**config.mk**
```make
export PLATFORM = sky130hd
export DESIGN_NAME = alu_seq_64_flat
export DESIGN_NICKNAME = d
export VERILOG_FILES = /design/src/rtl/alu_seq_64_if.sv /design/src/rtl/alu_seq_64.sv /design/src/flat_wrapper.sv
export SDC_FILE = /design/constraint.sdc
export NUM_CORES = 2
export LEC_CHECK = 0
export CAP_MARGIN = 20
export CORE_ASPECT_RATIO = 1.4
export CORE_UTILIZATION = 35
export DETAILED_ROUTE_END_ITERATION = 8
export PLACE_DENSITY = 0.51
export SETUP_SLACK_MARGIN = 0.4
export SYNTH_ARGS = -nofsm -noshare
export SYNTH_HDL_FRONTEND = slang
export SYNTH_SLANG_ARGS = --single-unit
```
**constraint.sdc**
```tcl
create_clock -name clk -period 7.25 [get_ports clk]
set_input_delay 2.175 -clock clk [delete_from_list [all_inputs] [get_ports clk]]
set_output_delay 2.175 -clock clk [all_outputs]
set_load 0.05 [all_outputs]
```
**src/rtl/alu_seq_64_if.sv**
```systemverilog
// alu_seq_64_if: start/busy/done handshake plus operand and result bus between control unit and ALU.
interface alu_seq_64_if #(parameter int WIDTH = 32);
    logic               start;
    logic [3:0]         op;
    logic [WIDTH-1:0]   A;
    logic [WIDTH-1:0]   B;
    logic [2*WIDTH-1:0] C;
    logic               busy;
    logic               done;
    logic               div_by_zero;
    modport master (output start, op, A, B, input C, busy, done, div_by_zero);
    modport slave  (input start, op, A, B, output C, busy, done, div_by_zero);
endinterface

```
**src/rtl/alu_seq_64.sv**
```systemverilog
// alu_seq_64: single-cycle logic/arith/shift ALU with iterative Booth multiply and non-restoring divide feeding Z.
module alu_seq_64 #(
    parameter int WIDTH = 32,
    parameter int ITER  = 32
) (
    input logic        clk,
    input logic        clr,
    alu_seq_64_if.slave bus
);
    localparam int W  = WIDTH;
    localparam int CW = $clog2(ITER);
    localparam int SW = $clog2(W);
    localparam logic [3:0] OP_MUL = 4'd9;
    localparam logic [3:0] OP_DIV = 4'd10;

    typedef enum logic [1:0] {S_IDLE, S_EXEC, S_ITER, S_FIN} state_t;

    state_t         r_state;
    logic [3:0]     r_op;
    logic [W-1:0]   r_a;
    logic [W-1:0]   r_b;
    logic [2*W:0]   r_acc;
    logic [CW-1:0]  r_cnt;
    logic           r_sa;
    logic           r_sb;
    logic [2*W-1:0] r_c;
    logic           r_busy;
    logic           r_done;
    logic           r_dbz;

    logic [W-1:0]   w_abs_a;
    logic [W-1:0]   w_abs_b;
    logic           w_long;
    logic [W:0]     w_badd;
    logic [W:0]     w_bsum;
    logic [2*W:0]   w_bnext;
    logic [W:0]     w_rsh;
    logic [W:0]     w_rnew;
    logic [2*W:0]   w_dnext;
    logic [W:0]     w_rfix;
    logic [W-1:0]   w_rem;
    logic [W-1:0]   w_quo;
    logic [SW-1:0]  w_sh;
    logic [2*W-1:0] w_rot_r;
    logic [2*W-1:0] w_rot_l;
    logic [W-1:0]   w_lo;
    logic [2*W-1:0] w_res;

    // Booth uses r_acc as {hi, lo, q-1}; divide reuses it as {33-bit partial remainder, quotient}.
    always_comb begin
        w_abs_a = bus.A[W-1] ? -bus.A : bus.A;
        w_abs_b = bus.B[W-1] ? -bus.B : bus.B;
        w_long  = bus.op == OP_MUL || (bus.op == OP_DIV && bus.B != '0);
        w_badd  = r_acc[1:0] == 2'b01 ? {r_a[W-1], r_a} :
                  r_acc[1:0] == 2'b10 ? -{r_a[W-1], r_a} : '0;
        w_bsum  = {r_acc[2*W], r_acc[2*W:W+1]} + w_badd;
        w_bnext = {w_bsum, r_acc[W:1]};
        w_rsh   = {r_acc[2*W-1:W], r_acc[W-1]};
        w_rnew  = r_acc[2*W] ? w_rsh + {1'b0, r_b} : w_rsh - {1'b0, r_b};
        w_dnext = {w_rnew, r_acc[W-2:0], ~w_rnew[W]};
        w_rfix  = r_acc[2*W] ? r_acc[2*W:W] + {1'b0, r_b} : r_acc[2*W:W];
        w_rem   = r_sa ? -w_rfix[W-1:0] : w_rfix[W-1:0];
        w_quo   = (r_sa ^ r_sb) ? -r_acc[W-1:0] : r_acc[W-1:0];
        w_sh    = r_b[SW-1:0];
        w_rot_r = {r_a, r_a} >> w_sh;
        w_rot_l = {r_a, r_a} << w_sh;
        w_lo    = '0;
        case (r_op)
            4'd0:    w_lo = r_a + r_b;
            4'd1:    w_lo = r_a - r_b;
            4'd2:    w_lo = r_a & r_b;
            4'd3:    w_lo = r_a | r_b;
            4'd4:    w_lo = r_a >> w_sh;
            4'd5:    w_lo = $signed(r_a) >>> w_sh;
            4'd6:    w_lo = r_a << w_sh;
            4'd7:    w_lo = w_rot_r[W-1:0];
            4'd8:    w_lo = w_rot_l[2*W-1:W];
            4'd11:   w_lo = -r_a;
            4'd12:   w_lo = ~r_a;
            default: w_lo = '0;
        endcase
        w_res = r_op == OP_DIV ? {r_a, {W{1'b1}}} : {{W{1'b0}}, w_lo};
    end

    always_ff @(posedge clk or negedge clr) begin
        if (!clr) begin
            r_state <= S_IDLE;
            r_op    <= '0;
            r_a     <= '0;
            r_b     <= '0;
            r_acc   <= '0;
            r_cnt   <= '0;
            r_sa    <= 1'b0;
            r_sb    <= 1'b0;
            r_c     <= '0;
            r_busy  <= 1'b0;
            r_done  <= 1'b0;
            r_dbz   <= 1'b0;
        end else begin
            r_done <= 1'b0;
            r_dbz  <= 1'b0;
            case (r_state)
                S_IDLE: if (bus.start) begin
                    r_op    <= bus.op;
                    r_a     <= bus.A;
                    r_b     <= bus.op == OP_DIV ? w_abs_b : bus.B;
                    r_sa    <= bus.A[W-1];
                    r_sb    <= bus.B[W-1];
                    r_cnt   <= '0;
                    r_acc   <= bus.op == OP_MUL ? {{W{1'b0}}, bus.B, 1'b0} : {{(W+1){1'b0}}, w_abs_a};
                    r_state <= w_long ? S_ITER : S_EXEC;
                end
                S_EXEC: begin
                    r_c     <= w_res;
                    r_done  <= 1'b1;
                    r_dbz   <= r_op == OP_DIV;
                    r_state <= S_IDLE;
                end
                S_ITER: begin
                    r_busy  <= 1'b1;
                    r_acc   <= r_op == OP_MUL ? w_bnext : w_dnext;
                    r_cnt   <= r_cnt + 1'b1;
                    if (r_cnt == CW'(ITER - 1)) r_state <= S_FIN;
                end
                default: begin
                    r_busy  <= 1'b0;
                    r_done  <= 1'b1;
                    r_c     <= r_op == OP_MUL ? r_acc[2*W:1] : {w_rem, w_quo};
                    r_state <= S_IDLE;
                end
            endcase
        end
    end

    assign bus.C           = r_c;
    assign bus.busy        = r_busy;
    assign bus.done        = r_done;
    assign bus.div_by_zero = r_dbz;
endmodule
```
**src/flat_wrapper.sv**
```systemverilog
// flat-port wrapper written by rule: the top's interface ports become plain ports
module alu_seq_64_flat 
#(
    parameter int WIDTH = 32,
    parameter int ITER  = 32
)
  (clk, clr, bus_start, bus_op, bus_A, bus_B, bus_C, bus_busy, bus_done, bus_div_by_zero);
  alu_seq_64_if #(.WIDTH(WIDTH)) bus_i ();
  input logic clk;
  input logic clr;
  input wire logic [$bits(bus_i.start)-1:0] bus_start;
  input wire logic [$bits(bus_i.op)-1:0] bus_op;
  input wire logic [$bits(bus_i.A)-1:0] bus_A;
  input wire logic [$bits(bus_i.B)-1:0] bus_B;
  output wire logic [$bits(bus_i.C)-1:0] bus_C;
  output wire logic [$bits(bus_i.busy)-1:0] bus_busy;
  output wire logic [$bits(bus_i.done)-1:0] bus_done;
  output wire logic [$bits(bus_i.div_by_zero)-1:0] bus_div_by_zero;
  assign bus_i.start = bus_start;
  assign bus_i.op = bus_op;
  assign bus_i.A = bus_A;
  assign bus_i.B = bus_B;
  assign bus_C = bus_i.C;
  assign bus_busy = bus_i.busy;
  assign bus_done = bus_i.done;
  assign bus_div_by_zero = bus_i.div_by_zero;
  alu_seq_64 #(.WIDTH(WIDTH), .ITER(ITER)) u_core (.clk(clk), .clr(clr), .bus(bus_i));
endmodule
```
==> reports/metrics.yaml <==
grt_util_all_layers_pct: 35.62
nets: 4025
coreArea_um2: 76720
r2r_setup_slack_ns: 1.02
crit_path_end_kind: "register"
grt_max_degree: 135
synth_top_area_share_pct: 19.13
synth.distinct_cells: 104
setup_viol: 0
vias: 30710
root_buffer: "clkbuf_16"
yosys_warnings: 0
critPathLaunch: "u_core.r_b[0]"
rsz0062_at_grt: "false"
post_cts_buffers: 0
rr_endpoint: "u_core.bus.C[31]"
numCtsBuffers: 26
worst_pin_slew_ns: 1.366
clock.fmax_ghz: 0.1605
postRouteAntennaNets: 0
overflow: 0
synth_area_per_cell_um2: 7.071
syn_inst: 3847
io_pins: 138
ys_top_cells_by_area: "dfrtp_1 19%, nand2_1 6.7%, nor2_1 6.6%"
slew_headroom_pct: 8.913
synthFlopType: "dfrtp_1"
drive_gt1_share_pct: 6.761
insertion_delay_ns: 0.61
fin_skew_ns: 0.05429
postCtsHoldBufs: 0
antenna_found_initial: 10
globalplace.congestion: 1.125
final.setup.tns_ns: 0
grt_pass1_vias: 28610
rows: 120
clockBufferDepth: 3
timing.rr.start: "u_core.r_b[0]"
dieWidth_um: 237.6
first_pass_iters: 9
finalCritPeriodShare_pct: 85.95
status: "complete, no violations"
die_h_um: 331.9
drv_cap: 0
hold_violations: 0
drv_slew: 0
syn-cell-area_um2: 27200
tritoncts: "done"
cts_resized: 0
grt_pass1_wl_um: 205500
async_flop_share_pct: 100.0
worstSetupEndpoint: "u_core.bus.C[31]"
crit_required_ns: 7.67
initial_utilization_pct: 35.45
multi_input_area_um2: 20600
cts_max_level: 1
route.detailed.drc: 0
ff_latch_area_um2: 5221
area_delta_synth_final_pct: 12.13
routed_wl_um: 144000
critical_path_class: "reg -> reg"
synthesis.nets: 4061
clkSlewWorstSetupHoldPaths_ns: 0.06
ff2ff_path_depth: 20
startpoint_type: "register"
dieArea_um2: 78850
min_period_ns: 6.231
hold_path.class: "reg -> reg"
ys_seq_area_share_pct: 19.13
yosys_register_bits: 208
arrival_ns: 6.65
yosys.area.top_type: "dfrtp_1"
initialDrtViolationCount: 3718
fillers: 8259
synth_edf_count: 0
wl_per_cell_um: 29.57
vias_per_cell: 6.307
hpwl_um: 109800
crit_fanout: 11
numClockSinks: 208
io_buffers: 137
## Yosys cell counts (all sizes together) (17+ instances only)
library cell and n:
a21oi 345, a22oi 31, xor2 125, o211ai 41, o31ai 63, ha 139, or4 19, mux2i 95
or3 34, nand2 486, a21o 99, nand3 67, nor2 476, or2 24, a222oi 17, dfrtp 208
nor4 20, o21a 26, o21ai 343, a211oi 54, nor3 80, nor2b 31, o22ai 27, inv 69
xnor2 169, a221oi 34, o2111ai 34, a31oi 60, clkbuf 255, and3 17, nand2b 41, buf 54
## registers in the layout (all words and copies together) (netlist names)
signal,count
u_core.r_cnt,5
u_core.bus.div_by_zero,1
u_core.r_state,2
u_core.bus.busy,1
u_core.bus.C,64
u_core.r_acc,65
u_core.r_a,31
u_core.r_sa,1
u_core.r_b,32
u_core.bus.done,1
u_core.r_sb,1
u_core.r_op,4
## placed cells by master (no fill, tap or decap), types with 17 or more instances in the layout
master / n
o211ai_1: 41
nor2b_1: 30
o2111ai_1: 34
xnor2_1: 169
a222oi_1: 17
a31oi_1: 57
buf_4: 105
ha_1: 139
nor4_1: 18
o31ai_1: 63
a21o_1: 98
o21ai_0: 341
clkbuf_16: 27
a22oi_1: 31
clkdlybuf4s50_1: 136
o22ai_1: 27
or2_2: 22
dfrtp_1: 199
nand3_1: 66
nor3_1: 73
a21oi_1: 345
a221oi_1: 33
or3_1: 33
o21a_1: 26
a211oi_1: 51
nand2_1: 483
xor2_1: 125
nand2b_1: 38
mux2i_1: 95
inv_1: 68
nor2_1: 474
or4_1: 17
## metrics by stage
step	hold WS, ns	util (%)	instances	worst slack (ns)	area [um^2]
global route	0.5090	39.75	4868	0.7597	30500
finish	0.4890	39.76	4869	1.019	30500
CTS	0.4926	39.74	4866	1.181	30490
global placement	0.4608	38.54	4817	1.263	29570
detailed placement	0.4806	38.54	4818	1.197	29570
floorplan	0.4494	-	3847	1.468	27200
## cell families (layout without fill, tap and decap cells)
family	Yosys count	in the layout	share of synthesized area [%]
AND/OR/NAND/NOR	1361	1361	22.50
AO/OA/AOI/OAI	1337	1337	31.80
buffers and inverters	382	366	5.395
XOR/XNOR	294	294	9.466
flip-flops	208	208	19.13
adder cells (fa/ha/maj)	144	144	6.725
multiplexers	121	121	4.986
other	0	1	0
## critical path, stage by stage (launching register included)
cell and delay, ns:
dfrtp_2 0.50, clkinv_1 0.23, ha_1 0.26, nand2_1 0.10
or3_1 0.39, or3b_1 0.46, or4_1 0.55, or3_1 0.38
nor2_1 0.44, a21oi_1 0.16, xnor2_1 0.47, ha_1 0.39
a21o_1 0.19, a21o_1 0.17, a21oi_1 0.13, inv_1 0.07
a21oi_1 0.15, o21ai_0 0.18, o31ai_1 0.30, mux2i_1 0.42
a31oi_1 0.13
## cell type report
type	instances	area share [%]
tap	1037	4.254
antenna	1	0.008204
multi-input combinational	3257	67.52
clock inverter	12	0.5866
clock buffer	36	2.424
inverter	73	0.8983
timing repair buffer	245	7.191
sequential	208	17.12
## metal layers
metal | GRT usage [%] | share of wire (%) | up-vias
met4 | 25.55 | 8.6 | 8
met5 | 0 | 0.033 | -
met3 | 6.075 | 7.9 | 460
met2 | 56.22 | 45 | 1605
met1 | 43.67 | 39 | 14690
li1 | - | - | 13950
## how the worst min path moves through the flow
stage,end,cells past startpoint,slack [ns],from
after global routing,u_core.r_cnt[3],1,0.51,u_core.r_cnt[3]
final,u_core.r_a[21],2,0.49,u_core.r_a[21]
after CTS,u_core.r_cnt[3],1,0.49,u_core.r_cnt[3]
after global placement,u_core.r_a[21],2,0.46,u_core.r_a[21]
after detailed placement,u_core.r_cnt[3],1,0.48,u_core.r_cnt[3]
after floorplan,u_core.r_cnt[3],1,0.45,u_core.r_cnt[3]
Power is left out: the tool's default activity adds up to more than one toggle a clock period on the data nets, which glitch-free logic cannot reach.
